[config.mk]
export PLATFORM = sky130hd
export DESIGN_NAME = mem_stage_lsu
export DESIGN_NICKNAME = d
export VERILOG_FILES = /design/src/rtl/lsu_pkg.sv /design/src/rtl/lsu_load_align.sv /design/src/rtl/mem_stage_lsu.sv
export SDC_FILE = /design/constraint.sdc
export NUM_CORES = 1
export LEC_CHECK = 0
export CAP_MARGIN = 40
export CORE_MARGIN = 3
export CORE_UTILIZATION = 47
export DETAILED_ROUTE_END_ITERATION = 6
export PLACE_DENSITY_LB_ADDON = 0.12
export SETUP_SLACK_MARGIN = 0.05
export SLEW_MARGIN = 20
export SYNTH_ARGS = -nofsm -noshare
export SYNTH_HDL_FRONTEND = slang
export SYNTH_SLANG_ARGS = --single-unit
[constraint.sdc]
create_clock -name clk -period 5.82 [get_ports clk]
set_input_delay 1.746 -clock clk [delete_from_list [all_inputs] [get_ports clk]]
set_output_delay 1.746 -clock clk [all_outputs]
set_load 0.05 [all_outputs]
[src/rtl/lsu_pkg.sv]
// rtl/lsu_pkg.sv - shared funct3 codes, FSM state type and access-size helpers for the MEM-stage LSU
package lsu_pkg;

  localparam logic [2:0] F3_B  = 3'b000;
  localparam logic [2:0] F3_H  = 3'b001;
  localparam logic [2:0] F3_W  = 3'b010;
  localparam logic [2:0] F3_BU = 3'b100;
  localparam logic [2:0] F3_HU = 3'b101;

  typedef enum logic [1:0] {IDLE, REQ, DONE} lsu_state_t;

  function automatic logic size_aligned(input logic [2:0] funct3, input logic [1:0] offset);
    case (funct3)
      F3_H, F3_HU: size_aligned = ~offset[0];
      F3_W:        size_aligned = (offset == 2'b00);
      default:     size_aligned = 1'b1;
    endcase
  endfunction

  // Stores only have B/H/W; loads additionally have the unsigned B/H forms.
  function automatic logic funct3_legal(input logic is_store, input logic [2:0] funct3);
    case (funct3)
      F3_B, F3_H, F3_W: funct3_legal = 1'b1;
      F3_BU, F3_HU:     funct3_legal = ~is_store;
      default:          funct3_legal = 1'b0;
    endcase
  endfunction

  function automatic logic [3:0] byte_enables(input logic [2:0] funct3, input logic [1:0] offset);
    case (funct3)
      F3_B, F3_BU: byte_enables = 4'b0001 << offset;
      F3_H, F3_HU: byte_enables = 4'b0011 << offset;
      default:     byte_enables = 4'b1111;
    endcase
  endfunction

  function automatic logic [31:0] store_lanes(input logic [2:0] funct3, input logic [31:0] data);
    case (funct3)
      F3_B:    store_lanes = {4{data[7:0]}};
      F3_H:    store_lanes = {2{data[15:0]}};
      default: store_lanes = data;
    endcase
  endfunction

endpackage

[src/rtl/lsu_load_align.sv]
// rtl/lsu_load_align.sv - selects the addressed byte/half of a read word and sign/zero extends it
module lsu_load_align
  import lsu_pkg::*;
(
  input  logic [31:0] rdata,
  input  logic [1:0]  offset,
  input  logic [2:0]  funct3,
  output logic [31:0] rd_data
);

  logic [31:0] shifted;

  assign shifted = rdata >> {offset, 3'b000};

  always_comb begin
    rd_data = '0;
    case (funct3)
      F3_B:  rd_data = {{24{shifted[7]}}, shifted[7:0]};
      F3_H:  rd_data = {{16{shifted[15]}}, shifted[15:0]};
      F3_W:  rd_data = rdata;
      F3_BU: rd_data = {24'h000000, shifted[7:0]};
      F3_HU: rd_data = {16'h0000, shifted[15:0]};
      default: rd_data = '0;
    endcase
  end

endmodule

[src/rtl/mem_stage_lsu.sv]
// rtl/mem_stage_lsu.sv - MEM-stage load/store unit: handshaked word accesses, lane handling, stall and timeout
module mem_stage_lsu
  import lsu_pkg::*;
#(
  parameter int DATA_W     = 32,
  parameter int DM_ADDRESS = 9,
  parameter int TIMEOUT    = 15
) (
  input  logic                  clk,
  input  logic                  reset,
  input  logic                  mem_read,
  input  logic                  mem_write,
  input  logic [DM_ADDRESS-1:0] addr,
  input  logic [DATA_W-1:0]     wr_data,
  input  logic [2:0]            funct3,
  output logic                  stall,
  output logic [DATA_W-1:0]     rd_data,
  output logic                  rd_valid,
  output logic                  err_misalign,
  output logic                  err_illegal,
  output logic                  err_timeout,
  output logic                  mem_req,
  output logic                  mem_we,
  output logic [DM_ADDRESS-3:0] mem_addr,
  output logic [3:0]            mem_be,
  output logic [DATA_W-1:0]     mem_wdata,
  input  logic [DATA_W-1:0]     mem_rdata,
  input  logic                  mem_ack
);

  localparam int CNT_W = $clog2(TIMEOUT + 1);

  lsu_state_t state, state_next;

  logic [CNT_W-1:0]  cnt;
  logic [2:0]        funct3_q;
  logic [1:0]        offset_q;
  logic              access, is_store, legal, aligned, accept, cnt_hit;
  logic [DATA_W-1:0] load_word;

  assign access   = mem_read | mem_write;
  assign is_store = mem_write;
  assign legal    = funct3_legal(is_store, funct3);
  assign aligned  = size_aligned(funct3, addr[1:0]);
  assign accept   = access & legal & aligned;
  // Last REQ cycle allowed without an ack.
  assign cnt_hit  = (cnt == CNT_W'(TIMEOUT - 1));

  lsu_load_align u_load_align (
    .rdata  (mem_rdata),
    .offset (offset_q),
    .funct3 (funct3_q),
    .rd_data(load_word)
  );

  always_ff @(posedge clk) begin
    if (reset) state <= IDLE;
    else       state <= state_next;
  end

  always_comb begin
    state_next = state;
    stall      = 1'b0;
    mem_req    = 1'b0;
    rd_valid   = 1'b0;
    case (state)
      IDLE: begin
        stall = accept;
        if (accept) state_next = REQ;
      end
      REQ: begin
        mem_req = 1'b1;
        stall   = 1'b1;
        if (mem_ack || cnt_hit) state_next = DONE;
      end
      DONE: begin
        rd_valid   = 1'b1;
        state_next = IDLE;
      end
      default: state_next = IDLE;
    endcase
  end

  always_ff @(posedge clk) begin
    if (reset) begin
      cnt          <= '0;
      funct3_q     <= '0;
      offset_q     <= '0;
      mem_we       <= 1'b0;
      mem_addr     <= '0;
      mem_be       <= '0;
      mem_wdata    <= '0;
      rd_data      <= '0;
      err_misalign <= 1'b0;
      err_illegal  <= 1'b0;
      err_timeout  <= 1'b0;
    end else begin
      err_misalign <= (state == IDLE) & access & legal & ~aligned;
      err_illegal  <= (state == IDLE) & access & ~legal;
      err_timeout  <= (state == REQ) & ~mem_ack & cnt_hit;
      if (state == IDLE && accept) begin
        mem_we    <= is_store;
        mem_addr  <= addr[DM_ADDRESS-1:2];
        mem_be    <= byte_enables(funct3, addr[1:0]);
        mem_wdata <= store_lanes(funct3, wr_data);
        funct3_q  <= funct3;
        offset_q  <= addr[1:0];
        cnt       <= '0;
      end
      if (state == REQ) begin
        if (mem_ack) begin
          rd_data <= mem_we ? '0 : load_word;
        end else begin
          if (cnt != CNT_W'(TIMEOUT)) cnt <= cnt + 1'b1;
          if (cnt_hit) rd_data <= '0;
        end
      end
    end
  end

endmodule
==> run metrics <==
# diodes 0; via count 4083; commonest non-fill, non-tap cell in the layout clkdlybuf4s50_1; met3 WL about 900 um; std cell rows 33; Seq/Total Area, Yosys between 40% and 50%; cts hold-fix bufs 0; Resize count post-CTS 0; post-CTS setup buffer count 0; crit-path leading delay family buffers and inverters; IO Pins 163; outcome finished, final reports clean; Syn Area/Cell 8.70 um2; FFs w/ async S/R, synth 0%; I/O Buffers 162; TritonCTS Sinks 90; Cell Chain, Critical Path clkdlybuf4s50_1 -> buf_4 -> o41ai_2 -> or4_4 -> nand2_1 -> buf_12; Hold Vio Cnt, Final 0; unrepaired setup endpoints after global routing no; Worst Setup End Kind output pin; Top Layer Used met4; Vias/cell 5.60; Tcrit/Tclk final 89.0%; Mapped Cells between 400 and 500; max_slew headroom ~44%; die width 99.5 um; Post-synth EDFFs 0; Die ar. 0.00989 mm2; number of CTS-inserted buffers 9; share of the synthesized area in the top cell type 43.9%; DRT iter0 DRCs 197; P&R area growth vs syn 45.9%; synthesized flop and latch total 90; Ys Warns 0; Slew @ Worst Pin 0.834 ns; final setup vio count 0; Synth area leader dfxtp_1; Synth Cell Area a little over 0.004 mm2; syn nets about 560; Bufs and invs on worst path 3; post-route cell area 0.00599 mm2; MaxCap Viol Count 0; clock tree buffer depth 2; P_leak approximately 2.1 nW; routability cong. 0.888; post-DP HPWL 9130 um; Main synth FF type dfxtp_1; Slowest cell on crit path o41ai_2; H-Tree Depth 3; Core Footprint ~0.0083 mm2; most frequent cells in the layout clkdlybuf4s50_1 (160), dfxtp_1 (90), nand2_1 (85), a21oi_1 (38), nor2_1 (37); CTS root buf clkbuf_8; Final #Nets 702; first drt pass iteration count 5; initial core utilization 49.2%; unique cell type count in the Yosys netlist 42; M1 WL 5460 um; clock transition at the registers of the reported paths around 0.09 ns; vias in the first global route around 3800; final WL 12200 um; largest net degree at the start of global routing 63; remaining antenna violation count after routing 0; Clk Latency, worst-skew pair 0.35 ns; clock skew 0.0105 ns; Worst VDD drop roughly 0.15 mV; Synth area leaders dfxtp_1 (44%), nand2_1 (7.8%), a221o_1 (5.6%); global-route wire length before repair 19600 um; number of antenna violations at the first check in global routing 0; CTS tree yes; Achievable Freq 193 MHz; DR WL met2 5650 um; clock period minus worst slack about 5.2 ns; Crit path arrival time ~3.4 ns; DR DRC count 0; Die Span Y 99.5 um; remaining global-route overflow 0; CP Max Fanout 12; DR WL/cell 16.7 um; share of cells above drive strength 1 under 10%; Fin Setup TNS 0 ns; Placed Area 0.00577 mm2; max incr delay on CP just under 0.6 ns; Setup CP Type primary input to output pin; pwr dens 263 mW/mm2; Hold Path Class register to register; overall routing resource usage between 20% and 30%; startpoint types primary input; Worst EP required around 4 ns; Max Slew Vio Count 0
[cell families (layout without fill, tap and decap cells)]
logic type               after synthesis  in the layout  share of synthesized area (%)
multiplexers                          25             25                           6.61
AO/OA/AOI/OAI                        142            142                           24.6
buffers and inverters                 41            193                           4.94
XOR/XNOR                               1              1                          0.213
flip-flops                            90             90                           43.9
adder cells (fa/ha/maj)                2              2                          0.609
AND/OR/NAND/NOR                      171            171                           19.2
[cells in the mapped netlist, types with 2 or more instances]
library cell,n
a211oi_1,10
a21o_1,2
a21oi_1,39
a221o_1,23
a22o_1,7
a22oi_1,15
a311oi_1,8
buf_1,2
buf_2,9
buf_4,2
buf_6,4
clkbuf_1,20
dfxtp_1,90
ha_1,2
inv_1,4
mux2_2,7
mux2i_1,17
nand2_1,85
nand2b_1,7
nand3_1,8
nand3b_1,2
nor2_1,37
nor2b_1,12
nor3_1,9
nor3b_1,2
o211ai_1,16
o21ai_0,18
[layer usage]
layer  global-route usage, %  vias up
li1                        -     2008
met1                    34.4     1911
met2                    38.0      149
met3                    6.59       15
met4                    6.51        0
met5                       0        -
[per-stage QoR]
step           total power, mW  setup slack (ns)  util [%]  instances  hold WS (ns)
2_1_floorplan            0.975             0.930         -        472         0.474
3_3_place_gp              1.14             0.694      68.8        709         0.438
3_5_place_dp              1.15             0.663      69.2        711         0.448
4_1_cts                   1.58             0.662      71.6        727         0.462
5_1_grt                   1.65             0.557      71.8        729         0.476
6_report                  1.57             0.641      71.8        729         0.459
[state kept, by name, indices dropped and copies added, names as in the netlist]
| signal | cells |
|---|---|
| mem_wdata | 32 |
| err_misalign | 1 |
| mem_be | 4 |
| err_timeout | 1 |
| state | 2 |
| cnt | 4 |
| err_illegal | 1 |
| mem_we | 1 |
| offset_q | 2 |
| rd_data | 32 |
| mem_addr | 7 |
| funct3_q | 3 |
[cell type report]
cell class              instances  area (um2)
repair buffers                173        1730
well taps                     105         131
fillers                       668        2350
inverters                       4        15.0
flip-flops and latches         90        1800
clock buffers                   9         124
clock inverters                 7        77.6
multi-input cells             341        2110
[worst paths after layout]
path	start	end	slack [ns]	depth (start not counted)
hold reg to reg	mem_wdata[0]	mem_wdata[0]	0.46	2
setup reg to reg	offset_q[1]	rd_data[31]	3.56	4
setup / recovery	funct3[2]	stall	0.64	6
hold / removal	mem_wdata[0]	mem_wdata[0]	0.46	2
[power breakdown]
| group | switching [mW] | internal, mW | leakage, nW |
|---|---|---|---|
| registers | 0.0287 | 0.657 | 0.734 |
| clock network | 0.232 | 0.202 | 0.100 |
| logic | 0.274 | 0.179 | 1.31 |
[worst register-to-register path, delay by kind of cell, from the launching register on]
kind,cells,cell delay [ns]
muxes,1,0.41
DFF,1,0.80
and+or+nand+nor,2,0.78
AOI/OAI and AO/OA,1,0.22
Note: power is estimated with default switching activity, not from simulation.
